File: src/rtl/ysyx_22040000_mp_regfile_pkg.sv
// Shared types and default geometry for the NPC multi-ported integer register file.
package ysyx_22040000_mp_regfile_pkg;

    localparam int RF_AWIDTH = 5;
    localparam int RF_DWIDTH = 32;

    typedef enum logic [0:0] {
        ST_CLEAR = 1'b0,
        ST_READY = 1'b1
    } rf_state_e;

endpackage

File: src/rtl/ysyx_22040000_rf_wsel.sv
// Priority selector over the write ports for one address: the highest-index
// enabled port whose address matches wins.
module ysyx_22040000_rf_wsel
    import ysyx_22040000_mp_regfile_pkg::*;
#(
    parameter int AWIDTH = RF_AWIDTH,
    parameter int DWIDTH = RF_DWIDTH,
    parameter int NWRITE = 1
) (
    input  logic [AWIDTH-1:0]        addr,
    input  logic [NWRITE-1:0]        wen_eff,
    input  logic [NWRITE*AWIDTH-1:0] waddr,
    input  logic [NWRITE*DWIDTH-1:0] wdata,
    output logic                     hit,
    output logic [DWIDTH-1:0]        data
);

    logic match_s;

    // Ascending scan so later (higher-index) matches overwrite earlier ones.
    always_comb begin
        hit     = 1'b0;
        data    = {DWIDTH{1'b0}};
        match_s = 1'b0;
        for (int i = 0; i < NWRITE; i++) begin
            match_s = wen_eff[i] && (waddr[i*AWIDTH +: AWIDTH] == addr);
            hit     = hit | match_s;
            data    = match_s ? wdata[i*DWIDTH +: DWIDTH] : data;
        end
    end

endmodule

File: src/rtl/ysyx_22040000_mp_regfile.sv
// Multi-ported integer register file with optional bypass, hard-wired zero
// register and a sequential clear engine run after reset or on clr_req.
module ysyx_22040000_mp_regfile
    import ysyx_22040000_mp_regfile_pkg::*;
#(
    parameter int AWIDTH   = RF_AWIDTH,
    parameter int DWIDTH   = RF_DWIDTH,
    parameter int NREAD    = 2,
    parameter int NWRITE   = 1,
    parameter int BYPASS   = 1,
    parameter int ZERO_REG = 1
) (
    input  logic                     clk,
    input  logic                     rst,
    input  logic                     clr_req,
    input  logic [NWRITE-1:0]        wen,
    input  logic [NWRITE*AWIDTH-1:0] waddr,
    input  logic [NWRITE*DWIDTH-1:0] wdata,
    input  logic [NREAD*AWIDTH-1:0]  raddr,
    output logic [NREAD*DWIDTH-1:0]  rdata,
    output logic                     busy,
    output logic                     wr_conflict,
    input  logic [AWIDTH-1:0]        dbg_addr,
    output logic [DWIDTH-1:0]        dbg_data
);

    localparam int DEPTH = 2 ** AWIDTH;

    rf_state_e         state_r;
    rf_state_e         state_nxt_s;
    logic [AWIDTH-1:0] cnt_r;
    logic [AWIDTH-1:0] cnt_nxt_s;
    logic              ready_s;
    logic [NWRITE-1:0] wen_eff_s;
    logic [DWIDTH-1:0] mem_r [DEPTH];
    logic [DEPTH-1:0]  ent_hit_s;
    logic [DWIDTH-1:0] ent_data_s [DEPTH];

    assign ready_s = (state_r == ST_READY);
    assign busy    = ~ready_s;

    // Clear sequencer state and address counter.
    always_ff @(posedge clk or posedge rst) begin
        if (rst) begin
            state_r <= ST_CLEAR;
            cnt_r   <= {AWIDTH{1'b0}};
        end else begin
            state_r <= state_nxt_s;
            cnt_r   <= cnt_nxt_s;
        end
    end

    // Next state: the clear runs to the all-ones entry and cannot be restarted by clr_req.
    always_comb begin
        state_nxt_s = state_r;
        cnt_nxt_s   = cnt_r;
        case (state_r)
            ST_CLEAR: begin
                cnt_nxt_s = cnt_r + AWIDTH'(1);
                if (cnt_r == {AWIDTH{1'b1}}) begin
                    state_nxt_s = ST_READY;
                end else begin
                    state_nxt_s = ST_CLEAR;
                end
            end
            ST_READY: begin
                if (clr_req) begin
                    state_nxt_s = ST_CLEAR;
                    cnt_nxt_s   = {AWIDTH{1'b0}};
                end else begin
                    state_nxt_s = ST_READY;
                    cnt_nxt_s   = cnt_r;
                end
            end
            default: begin
                state_nxt_s = ST_CLEAR;
                cnt_nxt_s   = {AWIDTH{1'b0}};
            end
        endcase
    end

    for (genvar i = 0; i < NWRITE; i++) begin : g_weff
        assign wen_eff_s[i] = wen[i] && ready_s &&
            !((ZERO_REG != 0) && (waddr[i*AWIDTH +: AWIDTH] == {AWIDTH{1'b0}}));
    end

    // Pairwise compare of effective write addresses.
    always_comb begin
        wr_conflict = 1'b0;
        for (int i = 0; i < NWRITE; i++) begin
            for (int j = i + 1; j < NWRITE; j++) begin
                wr_conflict = wr_conflict | (wen_eff_s[i] & wen_eff_s[j] &
                    (waddr[i*AWIDTH +: AWIDTH] == waddr[j*AWIDTH +: AWIDTH]));
            end
        end
    end

    for (genvar e = 0; e < DEPTH; e++) begin : g_ent
        ysyx_22040000_rf_wsel #(
            .AWIDTH (AWIDTH),
            .DWIDTH (DWIDTH),
            .NWRITE (NWRITE)
        ) u_wsel (
            .addr    (AWIDTH'(e)),
            .wen_eff (wen_eff_s),
            .waddr   (waddr),
            .wdata   (wdata),
            .hit     (ent_hit_s[e]),
            .data    (ent_data_s[e])
        );
    end

    // Array update: clear engine has the port while busy, otherwise winning writes commit.
    always_ff @(posedge clk) begin
        for (int e = 0; e < DEPTH; e++) begin
            if (!ready_s && (cnt_r == AWIDTH'(e))) begin
                mem_r[e] <= {DWIDTH{1'b0}};
            end else if (ent_hit_s[e]) begin
                mem_r[e] <= ent_data_s[e];
            end else begin
                mem_r[e] <= mem_r[e];
            end
        end
    end

    for (genvar j = 0; j < NREAD; j++) begin : g_rd
        logic [AWIDTH-1:0] ra_s;
        logic              byp_hit_s;
        logic [DWIDTH-1:0] byp_data_s;
        logic [DWIDTH-1:0] rd_s;

        assign ra_s = raddr[j*AWIDTH +: AWIDTH];

        ysyx_22040000_rf_wsel #(
            .AWIDTH (AWIDTH),
            .DWIDTH (DWIDTH),
            .NWRITE (NWRITE)
        ) u_byp (
            .addr    (ra_s),
            .wen_eff (wen_eff_s),
            .waddr   (waddr),
            .wdata   (wdata),
            .hit     (byp_hit_s),
            .data    (byp_data_s)
        );

        // Read mux: contents are not trusted until the clear finishes.
        always_comb begin
            rd_s = {DWIDTH{1'b0}};
            if (!ready_s) begin
                rd_s = {DWIDTH{1'b0}};
            end else if ((ZERO_REG != 0) && (ra_s == {AWIDTH{1'b0}})) begin
                rd_s = {DWIDTH{1'b0}};
            end else if ((BYPASS != 0) && byp_hit_s) begin
                rd_s = byp_data_s;
            end else begin
                rd_s = mem_r[ra_s];
            end
        end

        assign rdata[j*DWIDTH +: DWIDTH] = rd_s;
    end

    // Debug port sees the array only, never in-flight write data.
    always_comb begin
        dbg_data = {DWIDTH{1'b0}};
        if (!ready_s) begin
            dbg_data = {DWIDTH{1'b0}};
        end else if ((ZERO_REG != 0) && (dbg_addr == {AWIDTH{1'b0}})) begin
            dbg_data = {DWIDTH{1'b0}};
        end else begin
            dbg_data = mem_r[dbg_addr];
        end
    end

endmodule

File: config.mk
export PLATFORM = sky130hd
export DESIGN_NAME = ysyx_22040000_mp_regfile
export DESIGN_NICKNAME = d
export VERILOG_FILES = /design/src/rtl/ysyx_22040000_mp_regfile_pkg.sv /design/src/rtl/ysyx_22040000_rf_wsel.sv /design/src/rtl/ysyx_22040000_mp_regfile.sv
export SDC_FILE = /design/constraint.sdc
export NUM_CORES = 2
export LEC_CHECK = 0
export BUFFER_PORTS_ARGS = -buffer_cell sky130_fd_sc_hd__buf_4
export CAP_MARGIN = 40
export CORE_AREA = 2 2 430 432
export CTS_CLUSTER_SIZE = 40
export DETAILED_ROUTE_END_ITERATION = 8
export DIE_AREA = 0 0 432 434
export GPL_TIMING_DRIVEN = 1
export HOLD_SLACK_MARGIN = 0.15
export SLEW_MARGIN = 20
export SYNTH_ARGS = -nofsm -noshare
export SYNTH_HDL_FRONTEND = slang
export SYNTH_SLANG_ARGS = --single-unit
export TNS_END_PERCENT = 100
File: constraint.sdc
create_clock -name clk -period 4.2 [get_ports clk]
set_input_delay 0 -clock clk [delete_from_list [all_inputs] [get_ports clk]]
set_output_delay 0 -clock clk [all_outputs]
set_load 0.02 [all_outputs]
; ---- Word-level counts from Yosys, hierarchy flattened
; Memory sizes are Yosys's and may differ from the RTL's.
; Index checks and enable logic that the tools add are counted.
[op_classes]
add_sub_neg = 1
n_eq_ne = 97
n_mux = 458
bitwise = 65
n_reduce_logical = 138
[ops]
columns = operator, n
row1 = $mux 32, 135
row2 = $reduce_or 32->1, 31
row3 = $mux 1, 289
row4 = $eq 5x5->1 const B, 32
row5 = $mux 5, 32
row6 = $eq 5x4->1 const B, 16
row7 = $logic_and 1x1->1, 68
row8 = $or 1x1->1, 64
row9 = $reduce_and 2->1, 32
row10 = $eq 5x3->1 const B, 8
row11 = $ne 0x0->1, 32
row12 = $logic_not 5->1, 5
row13 = $eq 5x2->1 const B, 4
row14 = $eq 5x1->1 const B, 2
row15 = $eq 5x5->1, 2
row16 = $pmux 5 s2, 1
row17 = $add 5x1->5 const B, 1
row18 = $logic_not 1->1, 2
row19 = $ne 2x2->1 const B, 1
row20 = $pmux 1 s2, 1
row21 = $not 1->1, 1
[word_totals]
reg_bits = 6
ramBits = 1024
n_memories = 1
[memory_table]
columns = memory, depth, width, rd, rd_ports_with_merged_regs, wr, line_no
row1 = mem_r, 32, 32, 3, 0, 1, ysyx_22040000_mp_regfile.sv:35  ; logic [DWIDTH-1:0] mem_r [DEPTH];

; ---- Depth between registers and ports, before layout
[logic_depth]
word_depth = 41
mapped_depth = 9
ltp_nobuf = 5

; ---- Hierarchy
; A second synthesis with hierarchy kept.
[hier_totals]
hier_cells = 7008
area_unflattened_um2 = 81942.3
[modules_own_cells]
columns = module, n_inst, cells_per_inst, area_per_inst_um2
row1 = ysyx_22040000_mp_regfile, 1, 4322, 63266.9
row2 = ysyx_22040000_rf_wsel, 34, 79, 549.3

; ---- Worst setup path before layout
; No wires, ideal clock.
[synth_timing]
kind = register to register
startpoint = register state_r, in the netlist ready_s
endpoint = memory mem_r[10][0] in the netlist's numbering (enable)
setup_ps = 433
t_arrival_ps = 2751
t_required_ps = 3767
path_slack_ps = 1016
path_stages_with_launch = 6
period_less_slack_ps = 3184
path_cell_list = dfrtp_1 -> inv_1 -> clkbuf_1 -> nor2_1 -> nand2_1 -> o22ai_1
[synth_via]
elab_chain_cells = 40
elab_cells_between_ends = 512
[synth_rtl]
columns = item, line_no
row1 = start: declaration, ysyx_22040000_mp_regfile.sv:29  ; rf_state_e state_r;
row2 = start signal: assignment, ysyx_22040000_mp_regfile.sv:48  ; state_r <= state_nxt_s;
row3 = $logic_and 1x1->1 (2 in a row), ysyx_22040000_mp_regfile.sv:83  ; assign wen_eff_s[i] = wen[i] && ready_s &&
row4 = $logic_and 1x1->1, ysyx_22040000_rf_wsel.sv:26  ; match_s = wen_eff[i] && (waddr[i*AWIDTH +: AWIDTH] == addr);
row5 = $mux 1, ysyx_22040000_mp_regfile.sv:118  ; end else if (ent_hit_s[e]) begin
row6 = $mux 1, ysyx_22040000_mp_regfile.sv:116  ; if (!ready_s && (cnt_r == AWIDTH'(e))) begin
row7 = $mux 1 (on tied branches), "ysyx_22040000_mp_regfile.sv:119, ysyx_22040000_mp_regfile.sv:121"
row8 = $or 1x1->1 (no line) or $reduce_and 2->1 (tied branches), -
row9 = $or 1x1->1 (no line), -
row10 = $reduce_or 32->1 (no line), -
row11 = $mux 5 (no line) or $mux 1 (tied branches) (31 in a row), -
row12 = end: declaration, ysyx_22040000_mp_regfile.sv:35
; Parallel ways exist; a longest one is shown, timed or not.

; ---- Worst setup path in the final report
[layout_timing]
startpoint = register state_r, in the netlist ready_s
endpoint = output dbg_data[15]
[layout_via]
elab_chain_cells = 1
[layout_rtl]
columns = item, line_no
row1 = $mux 32, ysyx_22040000_mp_regfile.sv:167  ; if (!ready_s) begin
row2 = end: declaration, ysyx_22040000_mp_regfile.sv:24  ; output logic [DWIDTH-1:0] dbg_data
; Every way passes these cells.

==> flow_metrics.py <==
metrics = {
    "status": {
        "status": "completed",
    },
    "floorplan": {
        "pin_count": 154,
        "rows": 157,
        "die_w_um": 432,
        "core_um2": 182500,
        "start_util_pct": 34.87,
        "dieArea_um2": 187500,
        "die_h_um": 434,
    },
    "layout": {
        "drive_gt1_share_pct": 28.78,
        "area_growth_pct": 14.69,
        "multi_input_area_um2": 31480,
        "fillers": 16550,
        "layout.nets": 4531,
        "final_util_pct": 40.00,
        "regArea_um2": 30900,
    },
    "synth": {
        "yosysMostFrequentCell": "edfxtp_1",
        "synth_area_leader_cell": "edfxtp_1",
        "ys_warn_count": 0,
        "synth_edf_count": 1024,
        "async_reset_ff_share_pct": 0.5825,
        "synth_area_leaders": "edfxtp_1 (48%), mux4_2 (24%), and2_1 (9.8%)",
        "synthFlopType": "edfxtp_1",
        "syn_area_um2": 63640,
        "yosys-top-cells-count": "edfxtp_1 (1024), and2_1 (998), mux4_2 (672)",
        "syn_inst": 4437,
        "synth_top_cell_area_share_pct": 48.32,
        "yosysSeqAreaShare_pct": 48.55,
        "avgSynthCellArea_um2": 14.34,
        "ys_types": 46,
        "ys_ff_latch": 1030,
    },
    "setup_path": {
        "critPathMaxStageDelay_ps": 840,
        "worst-path-buf-inv": 3,
        "critPathKind": "reg -> out",
        "r2r_end": "mem_r[15][13]$_SDFFCE_PN0P_",
        "endpoint_kind": "output port",
        "rr_worst_depth": 6,
        "r2r-start": "ready_s$_DFF_PP0_",
        "path_cells": "inv_1 > or3_1 > buf_4 > o21ai_0 > buf_4",
        "cpMostUsedCell": "buf_4",
        "path_delay_family": "buffers and inverters",
        "cp_data_required_time_ps": 4200,
        "startpoint": "ready_s$_DFF_PP0_",
        "reg2reg_setup_slack_ps": 1000,
        "crit_slowest_cell": "or3_1",
        "crit_fanout": 19,
        "arrival_ps": 3670,
        "crit_path_start_kind": "flop",
    },
    "clocking": {
        "cts_tree": "built",
        "cts_buffers": 111,
        "post_cts_resized": 0,
        "path_clk_slew_ps": 70,
        "insertion_delay_ps": 760,
        "clock_sinks": 1030,
        "cts_max_level": 3,
        "cts-root-buf": "clkbuf_16",
        "clock_path_buffers": 3,
    },
    "grt": {
        "use_met3_pct": 5.383,
        "antenna_found_initial": 26,
        "use_met2_pct": 40.40,
        "use_met1_pct": 33.68,
        "grt_max_degree": 79,
        "grt-ovfl-total": 0,
        "track_usage_pct": 25.82,
        "grt_pass1_wl_um": 342700,
        "grt.busiest_layer": "met2",
        "grt_pass1_vias": 43080,
    },
    "detailed_routing": {
        "drt_iter0_markers": 7271,
        "wl_per_cell_um": 35.20,
        "post_drt_via_cell_ratio": 6.417,
        "vias": 44680,
        "drt-total-wl_um": 245100,
        "dr.pass1.iters": 7,
        "ant_nets": 0,
        "drc_errors": 0,
    },
    "pwr": {
        "p_comb_share_pct": 23.3,
        "p_sw_uw": 9521,
        "p_total_uw": 30830,
        "seq_power_share_pct": 42.8,
        "clkPwrFrac_pct": 33.9,
        "ir_worst_vdd_mv": 0.3394,
        "p_leak_uw": 0.02389,
        "intPower_uw": 21310,
        "pwr_density_cell_nw_per_um2": 422.4,
        "switching_share_pct": 30.88,
    },
    "place": {
        "dpl.hpwl_um": 156900,
        "place.gp.congestion": 0.9689,
        "dp_slack_ps": 1124,
        "numPortBuffers": 152,
    },
    "timing": {
        "timing.final.crit_share_pct": 87.47,
        "period_needed_ps": 3674,
        "final-hold-violation-count": 0,
        "tns_ps": 0,
        "fmax_mhz": 272.2,
        "maxSlewViolCount": 0,
        "maxSlewHeadroom_pct": 34.30,
        "worstMarginPinSlew_ps": 975.2,
        "setup_ws_ps": 526.1,
        "rsz0062_at_grt": "false",
        "clock_skew_ps": 32.90,
        "setup_viol": 0,
    },
    "min_path": {
        "min_from": "waddr[4]",
        "hp-class": "in -> reg",
        "holdPathEnd": "mem_r[24][2]$_SDFFCE_PN0P_",
        "min_path_cells": 4,
    },
    "flow_run": {
        "cap_violations": 0,
    },
}
## stage by stage
| step | cell area, um^2 | hold slack (ps) | std cells |
|---|---|---|---|
| after global routing | 72970 | 160.2 | 6953 |
| after detailed placement | 68640 | -33.03 | 6691 |
| after floorplan | 63760 | -209.0 | 4469 |
| final | 72990 | 139.1 | 6963 |
| after global placement | 68140 | -31.72 | 6665 |
| after CTS | 72790 | 170.6 | 6935 |
## final cells by class
type / count / area share (%)
Multi-Input combinational cell: 2924 / 43.12
Sequential cell: 1030 / 42.33
Timing Repair Buffer: 395 / 5.189
Tap cell: 2385 / 4.088
Clock buffer: 125 / 3.877
Clock inverter: 81 / 1.296
Antenna cell: 16 / 0.05485
Inverter: 7 / 0.03600
## state kept, by name, indices dropped and copies added, names as in the netlist
register / flops
ready_s: 1
mem_r: 1024
cnt_r: 5
## power groups by stage
stage	registers, uW	logic, uW	clock network [uW]
global placement	13300	6860	0
detailed placement	13400	6900	0
floorplan	13200	3980	0
CTS	13200	6950	10500
global route	13300	7310	10900
finish	13200	7170	10500
## worst max path at each step
stage	cells past startpoint	slack, ps	to
3_5_place_dp	8	1120	dbg_data[5]
6_report	5	530	dbg_data[15]
5_1_grt	5	650	dbg_data[15]
2_1_floorplan	5	1020	mem_r[10][0]$_SDFFCE_PN0P_
4_1_cts	5	630	dbg_data[15]
3_3_place_gp	7	1050	dbg_data[26]
## cell families (layout without fill, tap and decap cells)
kind of cell             Yosys count  count (layout)  share of synthesized area [%]
flip-flops                      1030            1030                          48.55
multiplexers                    1025            1025                          29.40
AO/OA/AOI/OAI                    585             585                          6.661
XOR/XNOR                          11              11                         0.1514
AND/OR/NAND/NOR                 1264            1264                          11.79
adder cells (fa/ha/maj)            6               6                         0.1180
other                              1              49                       0.005892
buffers and inverters            515             608                          3.324
## metal layers
metal | up-vias | part of all wire (%)
met2 | 3096 | 46
met5 | - | 0.0086
met1 | 23310 | 37
met3 | 587 | 11
met4 | 4 | 6.0
li1 | 17690 | -
## layout by cell type, fill, tap and decap left out, drive strengths merged, types with 46 or more instances in the layout
cell	count
nand2	48
clkbuf	127
o21ai	46
and2	998
o22ai	78
mux4	672
edfxtp	1024
clkinv	50
o221ai	64
mux2i	321
a221oi	64
nor2	89
a21oi	122
a221o	64
nand3	47
buf	355
a22oi	68
## repair_timing
action | CTS | global route
endpoints found under the hold margin | 1012 | 0
buffers inserted | 0 | 0
hold buffers | 38 | 0
## worst reg2reg max path, delay by kind of cell (launching register included)
kind / cells / cell delay, ps
flip-flops: 1 / 370
AO/OA/AOI/OAI: 1 / 660
AND/OR/NAND/NOR: 3 / 1150
buffers and inverters: 2 / 670
(Power assumes the default switching activity.)
